### src/rtl/bus_sync_hs_rx.sv
// bus_sync_hs_rx: receive side of a 4-phase req/ack CDC bus handshake.
// Synchronizes req and data, waits for a stable word, then delivers it on a valid/ready port.
module bus_sync_hs_rx #(
  parameter int DATAWTH   = 8,
  parameter int NUMSTGS   = 2,
  parameter int STABLECNT = 2
) (
  input  logic               clk,
  input  logic               rst,
  input  logic               req_async,
  input  logic [DATAWTH-1:0] data_async,
  output logic               ack,
  output logic               out_valid,
  input  logic               out_ready,
  output logic [DATAWTH-1:0] out_data,
  output logic               busy,
  output logic               err
);
  localparam int CW = $clog2(STABLECNT + 1);
  typedef enum logic [1:0] {IDLE, STABLE, HOLD, ACK} state_t;
  state_t state, state_nxt;
  logic [NUMSTGS-1:0] req_sync, fill;
  logic [NUMSTGS-1:0][DATAWTH-1:0] data_sync;
  logic [DATAWTH-1:0] data_s, data_q, out_data_nxt;
  logic [CW-1:0] cnt, cnt_nxt;
  logic req_s, req_d, eq, seen_low, seen_low_nxt, ack_nxt, valid_nxt, err_nxt;
  assign req_s  = req_sync[NUMSTGS-1];
  assign data_s = data_sync[NUMSTGS-1];
  assign eq     = data_s == data_q;
  assign busy   = state != IDLE;
  // fill marks when the req synchronizer holds real samples, so reset-cleared zeros
  // are never mistaken for the source lowering req
  always_ff @(posedge clk or posedge rst) begin
    if (rst) begin
      state     <= IDLE;
      req_sync  <= '0;
      fill      <= '0;
      data_sync <= '0;
      data_q    <= '0;
      req_d     <= 1'b0;
      cnt       <= '0;
      seen_low  <= 1'b0;
      ack       <= 1'b0;
      out_valid <= 1'b0;
      out_data  <= '0;
      err       <= 1'b0;
    end else begin
      state     <= state_nxt;
      req_sync  <= {req_sync[NUMSTGS-2:0], req_async};
      fill      <= {fill[NUMSTGS-2:0], 1'b1};
      data_sync <= {data_sync[NUMSTGS-2:0], data_async};
      data_q    <= data_s;
      req_d     <= req_s;
      cnt       <= cnt_nxt;
      seen_low  <= seen_low_nxt;
      ack       <= ack_nxt;
      out_valid <= valid_nxt;
      out_data  <= out_data_nxt;
      err       <= err_nxt;
    end
  end
  always_comb begin
    state_nxt    = state;
    cnt_nxt      = !eq ? CW'(1) : (cnt == CW'(STABLECNT) ? cnt : cnt + CW'(1));
    seen_low_nxt = seen_low | (fill[NUMSTGS-1] & ~req_s);
    ack_nxt      = ack;
    valid_nxt    = out_valid;
    out_data_nxt = out_data;
    err_nxt      = 1'b0;
    case (state)
      IDLE: if (req_s && seen_low) begin
        state_nxt    = STABLE;
        cnt_nxt      = CW'(1);
        seen_low_nxt = 1'b0;
      end
      STABLE: if (!req_s) begin
        state_nxt = IDLE;
        err_nxt   = 1'b1;
      end else if (cnt == CW'(STABLECNT) && eq) begin
        out_data_nxt = data_s;
        valid_nxt    = 1'b1;
        state_nxt    = HOLD;
      end
      HOLD: begin
        err_nxt = req_d & ~req_s;
        if (out_valid && out_ready) begin
          valid_nxt = 1'b0;
          ack_nxt   = 1'b1;
          state_nxt = ACK;
        end
      end
      ACK: if (!req_s) begin
        ack_nxt   = 1'b0;
        state_nxt = IDLE;
      end
      default: state_nxt = IDLE;
    endcase
  end
endmodule

### config.mk
export PLATFORM = sky130hd
export DESIGN_NAME = bus_sync_hs_rx
export DESIGN_NICKNAME = d
export VERILOG_FILES = /design/src/rtl/bus_sync_hs_rx.sv
export SDC_FILE = /design/constraint.sdc
export NUM_CORES = 1
export LEC_CHECK = 0
export CAP_MARGIN = 20
export CORE_ASPECT_RATIO = 1.25
export CORE_MARGIN = 2
export CORE_UTILIZATION = 47
export CTS_CLUSTER_DIAMETER = 50
export DETAILED_ROUTE_END_ITERATION = 8
export GPL_ROUTABILITY_DRIVEN = 0
export PLACE_DENSITY_LB_ADDON = 0.15
export SLEW_MARGIN = 10
export SYNTH_ARGS = -nofsm -noshare
export SYNTH_HDL_FRONTEND = slang
export SYNTH_SLANG_ARGS = --single-unit
export TNS_END_PERCENT = 50
### constraint.sdc
create_clock -name clk -period 1.7 [get_ports clk]
set_clock_uncertainty 0.2 [all_clocks]
set_input_delay 0.34 -clock clk [delete_from_list [all_inputs] [get_ports clk]]
set_output_delay 0.34 -clock clk [all_outputs]
set_load 0.02 [all_outputs]
# Yosys cells after proc, flatten, opt, wreduce, memory -nomap -nowiden
# Index checks and enable logic that the tools add are counted.
[totals] reg_bits=45 input_bits=12 output_inout_bits=12 elab_cells=61
[classes] addsub=1 n_eq_ne=11 mux=21 bitwise_logic=4 n_reduce_logical=11
[op_table] cell="2-bit two-way mux" count=9
[op_table] cell="2-bit inequality test, second input constant" count=5
[op_table] cell="8-bit equality test" count=1
[op_table] cell="1-bit two-way mux" count=8
[op_table] cell="2-bit case mux with 4 select lines" count=1
[op_table] cell="4-bit AND reduction" count=2
[op_table] cell="2-bit equality test, second input constant" count=3
[op_table] cell="1-bit case mux with 2 select lines" count=3
[op_table] cell="3-bit AND reduction" count=2
[op_table] cell="2-bit nonzero test" count=3
[op_table] cell="1-bit logical AND" count=3
[op_table] cell="3-bit inequality test, second input constant" count=1
[op_table] cell="2-bit by 1-bit adder with 2-bit output, second input constant" count=1
[op_table] cell="1-bit bitwise AND" count=2
[op_table] cell="2-bit by 1-bit equality test with 1-bit output, second input constant" count=1
[op_table] cell="2-bit logical NOT" count=1
[op_table] cell="1-bit NOT" count=1
[op_table] cell="1-bit bitwise OR" count=1

# Logic depth before layout (Yosys ltp)
# Gate-level depths: netlist of the first run.
[logic_depth] depth_word=5 ltp_mapped=6 mapped_depth_nobuf=6

# Worst setup path after synthesis of the first run
# No wires, ideal clock.
[synth_path] path_type="flip-flop to flip-flop" from="reg with a tool-made name" to="reg out_data[0]" setup_time_ns=0.125 arrival_time_ns=1.483 required_ns=1.375 slack_ns=-0.108 stages_incl_launch_ff=7 path_buffers=1 period_less_slack_ns=1.808 cell_sequence="dfrtp_1 inv_1 ha_1 and2_1 and4_4 buf_12 mux2_4"
[synth_rtl] item="to (signal assigned)" line="58" source="out_data <= out_data_nxt;"
[synth_rtl] item="to (decl)" line="15" source="output logic [DATAWTH-1:0] out_data,"

# Final worst setup path of the first run
[layout_path] from="reg data_q[5]" to="reg out_data[7]"
[layout_between] elab_chain_len=3
[layout_lines] item="from (decl)" line="24" source="logic [DATAWTH-1:0] data_s, data_q, out_data_nxt;"
[layout_lines] item="from (signal assigned)" line="52" source="data_q <= data_s;"
[layout_lines] item="8-bit equality test" line="29" source="assign eq = data_s == data_q;"
[layout_lines] item="1-bit logical AND" line="79" source="end else if (cnt == CW'(STABLECNT) && eq) begin"
[layout_lines] item="3-bit AND reduction (no source line)"
# No other way between the ends.
# A chain may end at the register's enable or synchronous reset.

==> results of run 1 <==
## power breakdown
part | total, mW | leakage (nW) | internal, mW | switching [mW]
logic | 0.559 | 0.543 | 0.292 | 0.267
registers | 1.17 | 0.546 | 1.13 | 0.0392
clock network | 0.627 | 0.0443 | 0.322 | 0.305
total | 2.36 | 1.13 | 1.75 | 0.611
## Yosys cell counts, drive strengths merged
cell	n
nor3b	1
a31oi	1
a21bo	2
nor2	3
dfrtp	45
nor4	1
o2bb2ai	1
ha	7
a21boi	1
clkbuf	1
mux2i	1
xnor2	8
or3	1
and3	1
and4	3
nand3b	1
inv	7
a311oi	1
o31ai	1
nand4	3
mux2	8
and2	1
a22o	1
a21oi	1
nand2b	1
a211oi	1
nand2	4
buf	1
conb	1
o21ai	4
a41oi	1
nand3	3
## sequential cells by signal (all words and copies together), names as in the netlist, 2 cells and up, named ones only
signal	count
data_q	8
data_s	8
data_sync	8
out_data	8
cnt	2
fill	2
req_sync	2
## per-layer routing
layer | routed length, µm | vias to the layer above | part of all wire (%)
li1 | - | 512 | -
met1 | 1201 | 529 | 40
met2 | 1634 | 25 | 54
met3 | 91 | 9 | 3.0
met4 | 78 | 0 | 2.6
met5 | 0 | - | 0
## final cells by class
cell class,count,area [µm²]
clock buffer,7,86.33
fill,266,1129
inverter,7,26.28
multi-input combinational,63,638.1
sequential,45,1126
tap,39,48.80
timing repair buffer,49,429.2
## through the flow
step / cell area, µm² / cells
6_report: 2355 / 210
5_1_grt: 2355 / 210
4_1_cts: 2330 / 210
3_5_place_dp: 2215 / 203
3_3_place_gp: 2215 / 203
2_1_floorplan: 1752 / 117
## cell families after synthesis
family                   Yosys count
AO/OA/AOI/OAI                     15
other                              1
buffers and inverters              9
AND/OR/NAND/NOR                   23
XOR/XNOR                           8
flip-flops                        45
multiplexers                       9
adder cells (fa/ha/maj)            7
## repair_timing
action                                 CTS  global route
pin swaps                                1             5
setup endpoints to repair               21            12
cloned                                   0             0
gates resized for setup                 21             9
endpoints found under the hold margin    0             0
## worst max-delay path: stages (launching register included)
cell and delay [ps]:
dfrtp_1 400, xnor2_2 190, and4_4 240, and4_4 350, mux2_4 320
## path summary, 6_finish.rpt
kind | startpoint | end | cells past startpoint
setup / recovery | data_q[5]$_DFF_PP0_ | out_data[7]$_DFFE_PP0P_ | 4
min in group asynchronous | rst | data_q[4]$_DFF_PP0_ | 3
setup reg to reg | data_q[5]$_DFF_PP0_ | out_data[7]$_DFFE_PP0P_ | 4
hold reg to reg | data_sync[3]$_DFF_PP0_ | data_s[3]$_DFF_PP0_ | 0
hold / removal | data_sync[3]$_DFF_PP0_ | data_s[3]$_DFF_PP0_ | 0
max in group asynchronous | rst | data_s[3]$_DFF_PP0_ | 3
==> metrics.md, run 1 <==
| Metric | Value |
|---|---|
| Run status | `finished, violations left` |
| Failing checks | `setup timing` |
| Number of hold violations in the final report | `0` |
| Met1 Use GR | `20.81%` |
| Share of layout cells above drive strength 1 | `between 30% and 40%` |
| Final TNS setup | `-980.1 ps` |
| Worst Hold Class | `reg -> reg` |
| Clk pin slew, worst setup/hold paths | `80 ps` |
| Synth warn | `0` |
| Hold WS | `149.8 ps` |
| CTS tree | `built` |
| Largest net degree at the start of global routing | `46` |
| GRT Total Usage | `approximately 17%` |
| Drt total wl | `3.005 mm` |
| CTS sink count | `45` |
| Largest family of logic cells by synthesized area | `simple AND/OR/NAND/NOR gates` |
| WP data required | `1660 ps` |
| GRT Max-Usage Layer | `met2` |
| FF+latch count, synth | `45` |
| Finished Core Util | `around 68%` |
| P_leak | `1.133 nW` |
| Setup WS post-layout | `-128.9 ps` |
| GRT overflow | `0` |
| Max Buffers Root-to-Sink | `2` |
| Mux share of post-synthesis cell area | `7.580%` |
| Peak VDD IR | `0.7265 mV` |
| Clock latency on the worst-skew pair | `280 ps` |
| XOR/XNOR Fraction of Synth Area | `4.082%` |
| DR iter-0 viols | `48` |
| Top area cells in the synthesized netlist | `dfrtp_1 (66%), mux2_4 (7.0%), ha_1 (5.1%), xnor2_1 (4.1%), and4_4 (2.0%)` |
| Antenna Nets Post-Route | `0` |
| Hold Buf Count CTS | `0` |
| Via Count | `1075` |
| Final Max Tran Viols | `0` |
| Synthesis-to-layout area growth | `37.17%` |
| Met3 Track Usage GR | `3.791%` |
| Die X | `58.06 µm` |
| Antenna violations before repair | `0` |
| # Max-Cap Violations | `0` |
| DP Worst Slack | `-163.5 ps` |
| CP max FO | `8` |
| Final setup viols | `9` |
| Design Power | `2.359 mW` |
| Post-synth top area share | `65.60%` |
| Synthesized-area fraction occupied by adder cells | `5.102%` |
| Port Buf Inserts | `23` |
| Commonest non-fill, non-tap cell in the layout | `dfrtp_1` |
| Die area | `4155 µm²` |
| FMAX | `0.5468 GHz` |
| ANT cells | `0` |
| Drt first pass iters | `4` |
| Post-Syn Area | `1717 µm²` |
| First-pass GRT wire length | `~5.3 mm` |
| Post-synthesis cell type count | `32` |
| Crit end category | `register` |
| Commonest non-fill, non-tap cells in the layout | `dfrtp_1 (45), buf_4 (24), clkdlybuf4s50_1 (11), dlygate4sd2_1 (11), mux2_4 (8)` |
| Pwr dens | `roughly 1000 nW/µm²` |
| Nets | `190` |
| Die Height | `about 72 µm` |
| Crit Path Class | `reg -> reg` |
| Post-synth top area cell | `dfrtp_1` |
| Core area | `between 3000 and 4000 µm²` |
| Reg2reg setup slack | `-130 ps` |
| Worst EP arrival | `1790 ps` |
| Detailed placement HPWL | `2.182 mm` |
| Syn_area_per_cell | `14.67 µm²` |
| Number of global-route vias before repair | `roughly 1200` |
| Mapped Nets | `around 140` |
| RSZ-0062 raised after global routing | `yes` |
| Io pins | `24` |
| Met2 Resource Use GR | `28.41%` |
| Crit start category | `register` |
| Initial Util | `49.28%` |
| Cell count after synthesis | `around 120` |
| Sequential area share after synthesis | `65.60%` |
| DR vias/cell | `~5` |
| Min Tclk post-route | `1829 ps` |
| Compound-gate portion of the synthesized area | `6.341%` |
| Root Driver | `clkbuf_8` |
| Htree depth | `2` |
| Post-Synth Simple-Gate Area | `8.163%` |
| Post-CTS setup buffer count | `0` |
| Cell Rows | `24` |
| CTS Buf Count | `5` |
| DRC | `0` |
| Final period utilization | `107.6%` |
| WL/cell | `14.31 µm` |
Power figures use the tool's default switching activity.
==> inputs of run 2 (changes only) <==
--- a/config.mk
+++ b/config.mk
@@ -13,4 +13,5 @@
 export DETAILED_ROUTE_END_ITERATION = 8
 export GPL_ROUTABILITY_DRIVEN = 0
+export HOLD_SLACK_MARGIN = 0.06
 export PLACE_DENSITY_LB_ADDON = 0.15
 export SLEW_MARGIN = 10
@@ -18,3 +19,3 @@
 export SYNTH_HDL_FRONTEND = slang
 export SYNTH_SLANG_ARGS = --single-unit
-export TNS_END_PERCENT = 50
+export TNS_END_PERCENT = 20
==> constraint.sdc (replaced) <==
create_clock -name clk -period 1.7 [get_ports clk]
set_clock_uncertainty 0.2 [all_clocks]
set_input_delay 0.34 -clock clk [delete_from_list [all_inputs] [get_ports clk]]
set_output_delay 0.34 -clock clk [all_outputs]
set_load 0.1 [all_outputs]
==> metrics.md, run 2 (synthesis gave the netlist of run 1 again) <==
| Metric | Value |
|---|---|
| Crit Path Class | `reg -> reg` |
| GRT overflow | `0 (unchanged)` |
| Pwr dens | `1024 nW/µm² (+2.2%)` |
| Via Count | `1109 (+3.2%)` |
| Initial Util | `49.28% (unchanged)` |
| Max Buffers Root-to-Sink | `2 (unchanged)` |
| Io pins | `24 (unchanged)` |
| Nets | `195 (+2.6%)` |
| Root Driver | `clkbuf_8` |
| Antenna Nets Post-Route | `0 (unchanged)` |
| Final TNS setup | `-1363 ps (-382.4 ps)` |
| Detailed placement HPWL | `2.149 mm (-1.5%)` |
| Max incr delay on CP | `400 ps (about the same)` |
| Final Max Tran Viols | `0 (unchanged)` |
| CTS tree | `built` |
| Share of layout cells above drive strength 1 | `44.07% (+8.4 points)` |
| Run status | `finished, violations left` |
| Die Height | `71.57 µm (unchanged)` |
| DR vias/cell | `5.134 (+0.30%)` |
| DP Area | `2306 µm² (+4.1%)` |
| Failing checks | `setup timing` |
| CTS Buf Count | `5 (unchanged)` |
| Design Power | `2.565 mW (+8.7%)` |
| ANT cells | `0 (unchanged)` |
| CP max FO | `8 (unchanged)` |
| Worst hold stages | `0 (unchanged)` |
| Hold WS | `152.6 ps (+2.724 ps)` |
| CTS sink count | `45 (unchanged)` |
| Top cell by count, worst path | `and4_4` |
| Setup WS post-layout | `-146.4 ps (-17.49 ps)` |
| Die area | `4155 µm² (unchanged)` |
| Crit end category | `register` |
| WP data required | `1670 ps (about the same)` |
| DR iter-0 viols | `48 (unchanged)` |
| Crit start category | `register` |
| First-pass GRT wire length | `5.492 mm (+4.2%)` |
| Worst EP arrival | `1820 ps (+30 ps)` |
| WL/cell | `14.27 µm (-0.25%)` |
| RSZ-0062 raised after global routing | `yes` |
| Commonest non-fill, non-tap cell in the layout | `dfrtp_1` |
| Port Buf Inserts | `23 (unchanged)` |
| # Max-Cap Violations | `0 (unchanged)` |
| Hold Buf Count CTS | `0 (unchanged)` |
| Core area | `3483 µm² (unchanged)` |
| R2R cell count | `4 (unchanged)` |
| Cell Rows | `24 (unchanged)` |
| Peak VDD IR | `1.246 mV (+72%)` |
| Drt first pass iters | `4 (unchanged)` |
| Synthesis-to-layout area growth | `45.99%` |
| Worst Hold Class | `reg -> reg` |
| DP Worst Slack | `-190.4 ps (-26.83 ps)` |
| Crit-path cells | `xnor2_2, and4_4, and4_4, mux2_4` |
| Final setup viols | `10 (+1)` |
| Clk pin slew, worst setup/hold paths | `80 ps (about the same)` |
| FMAX | `0.5416 GHz (-0.95%)` |
| Min Tclk post-route | `1846 ps (+17.49 ps)` |
| Final Cell Area | `2506 µm² (+6.4%)` |
| Final period utilization | `108.6% (+1.0 points)` |
| Clock latency on the worst-skew pair | `290 ps (about the same)` |
| Antenna violations before repair | `0 (unchanged)` |
| Die X | `58.06 µm (unchanged)` |
| Htree depth | `2 (unchanged)` |
| Drt total wl | `3.083 mm (+2.6%)` |
| DRC | `0 (unchanged)` |
| Number of hold violations in the final report | `0 (unchanged)` |
| GRT Total Usage | `17.46% (+0.26 points)` |
| Number of global-route vias before repair | `1181 (+0.17%)` |
| P_leak | `1.152 nW (+1.7%)` |
| Largest net degree at the start of global routing | `23 (-50%)` |
| Commonest non-fill, non-tap cells in the layout | `dfrtp_1 (44), buf_4 (29), buf_12 (13), clkdlybuf4s50_1 (11), mux2_4 (8)` |
| Crit path max-delay cell type | `dfrtp_1` |
[run 2: changes by cell type in the layout (fill, tap and decap cells not counted), moves of 3 or more]
cell           delta
buf_12           +12
buf_4             +5
clkinvlp_4        +3
dlygate4sd2_1    -11
[run 2: what timing repair did]
item / 4_1_cts / 5_1_grt
resized for setup: 8 / 4
buffers inserted: 5 / 2
pin swaps: 3 / 7
setup endpoints to repair: 10 / 13
[run 2: path summary, 6_finish.rpt]
path / end / slack, ps / startpoint
max: out_data[5]$_DFFE_PP0P_ / -150 / data_q[0]$_DFF_PP0_
min: fill[1]$_DFF_PP0_ / 150 / fill[0]$_DFF_PP0_
max reg2reg: out_data[5]$_DFFE_PP0P_ / -150 / data_q[0]$_DFF_PP0_
min reg2reg: fill[1]$_DFF_PP0_ / 150 / fill[0]$_DFF_PP0_
max in group asynchronous: data_s[5]$_DFF_PP0_ / 680 / rst
min in group asynchronous: async pin / 160 / rst
[run 2: layout make-up]
cell class	instances	area (µm²)
flip-flops and latches	45	1130
fillers	237	977.2
multi-input cells	63	610.6
repair buffers	54	599.3
clock buffers	7	76.32
well taps	39	48.80
inverters	7	33.78
clock inverters	1	7.507
[run 2: metal layers]
metal	vias to the layer above	track usage [%]	part of all wire [%]
met5	-	0	0
li1	516	-	-
met2	38	28.16	52
met4	0	6.718	1.5
met1	550	22.63	40
met3	5	4.513	5.6
[run 2: power breakdown]
group | switching, mW | internal [mW] | leakage (nW)
combinational | 0.386 | 0.377 | 0.568
clock | 0.331 | 0.291 | 0.0385
sequential | 0.0472 | 1.13 | 0.546
[run 2: through the flow]
step           instances  utilization (%)
2_1_floorplan        117                -
3_3_place_gp         201            66.20
3_5_place_dp         201            66.20
4_1_cts              214            70.87
5_1_grt              216            71.95
6_report             216            71.95
[run 2: worst max-delay path: cells and delay by family, from the launching register on]
family,cells,cell delay (ps)
simple gates,2,600
flops,1,400
mux,1,320
xor+xnor,1,200
==> inputs of run 3 (changes only) <==
CAP_MARGIN = unset   (was 20)
clock period = 1.6 ns   (was 1.7 ns; I/O delays follow)
==> metrics.md, run 3 (synthesis gave the netlist of run 1 again) <==
| Metric | Value |
|---|---|
| Run status | `finished, violations left` |
| Failing checks | `setup timing` |
| Final period utilization | `115.6%` |
| WL/cell | `14.75 µm (+3.4%)` |
| Via Count | `1133 (+2.2%)` |
| Root Driver | `clkbuf_8` |
| Net Sw Power | `0.8419 mW (+10%)` |
| Crit end category | `primary output` |
| Design Power | `2.817 mW (+9.8%)` |
| Setup WS post-layout | `-250.4 ps (-104.0 ps)` |
| WP data required | `1080 ps (-590 ps)` |
| Min Tclk post-route | `1850 ps` |
| Core area | `3483 µm² (unchanged)` |
| Switching Share | `29.89% (+0.11 points)` |
| Number of hold violations in the final report | `0 (unchanged)` |
| Port Buf Inserts | `23 (unchanged)` |
| # Max-Cap Violations | `0 (unchanged)` |
| Detailed placement HPWL | `2.139 mm (-0.49%)` |
| P_leak | `1.186 nW (+2.9%)` |
| RSZ-0062 raised after global routing | `yes` |
| Met1 Use GR | `19.88% (-2.8 points)` |
| Finished Core Util | `74.07% (+2.1 points)` |
| Drt first pass iters | `4 (unchanged)` |
| Die area | `4155 µm² (unchanged)` |
| DR vias/cell | `5.150 (+0.31%)` |
| Logic pwr share | `32.4% (+2.7 points)` |
| Reg power frac | `44.6% (-1.4 points)` |
| Met2 Resource Use GR | `28.16% (unchanged)` |
| Drt total wl | `3.246 mm (+5.3%)` |
| FMAX | `0.5404 GHz` |
| CP max FO | `3 (-5)` |
| Htree depth | `2 (unchanged)` |
| Synthesis-to-layout area growth | `50.29%` |
| DRC | `0 (unchanged)` |
| Nets | `199 (+2.1%)` |
| CTS tree | `built` |
| DR iter-0 viols | `42 (-13%)` |
| Largest net degree at the start of global routing | `46 (+100%)` |
| Final setup viols | `11 (+1)` |
| Antenna Nets Post-Route | `0 (unchanged)` |
| Io pins | `24 (unchanged)` |
| Crit start category | `register` |
| Antenna violations before repair | `0 (unchanged)` |
| First-pass GRT wire length | `5.257 mm (-4.3%)` |
| GRT Max-Usage Layer | `met2` |
| GRT Total Usage | `17.06% (-0.41 points)` |
| Final TNS setup | `-2340 ps (-977.6 ps)` |
| Pwr dens | `1092 nW/µm² (+6.7%)` |
| Internal | `1.975 mW (+9.7%)` |
| Commonest non-fill, non-tap cell in the layout | `dfrtp_1` |
| GRT overflow | `0 (unchanged)` |
| Clock latency on the worst-skew pair | `300 ps (about the same)` |
| DP Area | `2340 µm² (+1.5%)` |
| Max Buffers Root-to-Sink | `2 (unchanged)` |
| Initial Util | `49.28% (unchanged)` |
| Die Height | `71.57 µm (unchanged)` |
| Clock power share | `23.0% (-1.2 points)` |
| Share of layout cells above drive strength 1 | `48.07% (+4.0 points)` |
| Peak VDD IR | `1.374 mV (+10%)` |
| Final Cell Area | `2580 µm² (+2.9%)` |
| Cell Rows | `24 (unchanged)` |
| Commonest non-fill, non-tap cells in the layout | `dfrtp_1 (44), buf_4 (32), buf_12 (13), clkdlybuf4s50_1 (11), mux2_4 (8)` |
| ANT cells | `0 (unchanged)` |
| Crit Path Class | `reg -> out` |
| CTS sink count | `45 (unchanged)` |
| Worst Hold Class | `reg -> reg` |
| CTS Buf Count | `5 (unchanged)` |
| Worst EP arrival | `1330 ps (-490 ps)` |
| Met3 Track Usage GR | `4.693% (+0.18 points)` |
| Number of global-route vias before repair | `1209 (+2.4%)` |
| Final Max Tran Viols | `0 (unchanged)` |
| Clk pin slew, worst setup/hold paths | `80 ps (about the same)` |
| Die X | `58.06 µm (unchanged)` |
## run 3: changes by cell type in the layout (fill, tap and decap cells not counted), sizes merged
cell      before  now
buf           43   47
clkbuf         7    8
inv            5    6
clkinvlp       3    1
## run 3: power by group through the flow
stage          registers [mW]  clock network [mW]  logic [mW]
6_report                 1.26               0.648       0.912
2_1_floorplan            1.32                   0       0.363
3_5_place_dp             1.28                   0       0.731
3_3_place_gp             1.27                   0       0.704
5_1_grt                  1.27               0.717       0.965
4_1_cts                  1.26               0.674       0.836
## run 3: final cells by class
class / count / area, µm²
Clock buffer: 8 / 80.08
Tap cell: 39 / 48.80
Inverter: 7 / 30.03
Sequential cell: 45 / 1130
Multi-Input combinational cell: 63 / 658.1
Fill cell: 218 / 903.4
Timing Repair Buffer: 58 / 633.1
## run 3: stage by stage
stage               hold slack [ps]  setup slack [ps]  instances
finish                        149.5            -250.4        220
floorplan                     131.2            -166.8        117
CTS                           151.3            -242.3        218
detailed placement            134.7            -270.0        206
global route                  159.7            -299.7        220
global placement              131.6            -240.7        206
## run 3: routing by layer
metal / wire length (µm) / vias up
met2: 1758 / 40
met5: 0 / -
met1: 1209 / 552
li1: - / 527
met3: 134 / 14
met4: 144 / 0
## run 3: critical path, stage by stage, from the launching register on
cell        delay, ps
dfrtp_1           420
inv_2             110
ha_4              150
buf_6             100
clkinvlp_4         90
buf_12            170
## run 3: path summary, 6_finish.rpt
check	start	endpoint	slack, ps	cells past startpoint
min in group asynchronous	rst	data_sync[2]$_DFF_PP0_	190	3
worst min-delay path	data_sync[7]$_DFF_PP0_	data_s[7]$_DFF_PP0_	150	0
worst max-delay path	register	busy	-250	5
worst max register to register	register	out_data[1]$_DFFE_PP0P_	-250	5
max in group asynchronous	rst	out_valid$_DFFE_PP0P_	800	3
worst min register to register	data_sync[7]$_DFF_PP0_	data_s[7]$_DFF_PP0_	150	0
## run 3: what timing repair did
action	CTS	global route
pin swaps	2	5
endpoints found under the setup margin	12	15
hold buffers	0	0
buffers inserted	4	2
gates resized for setup	12	11
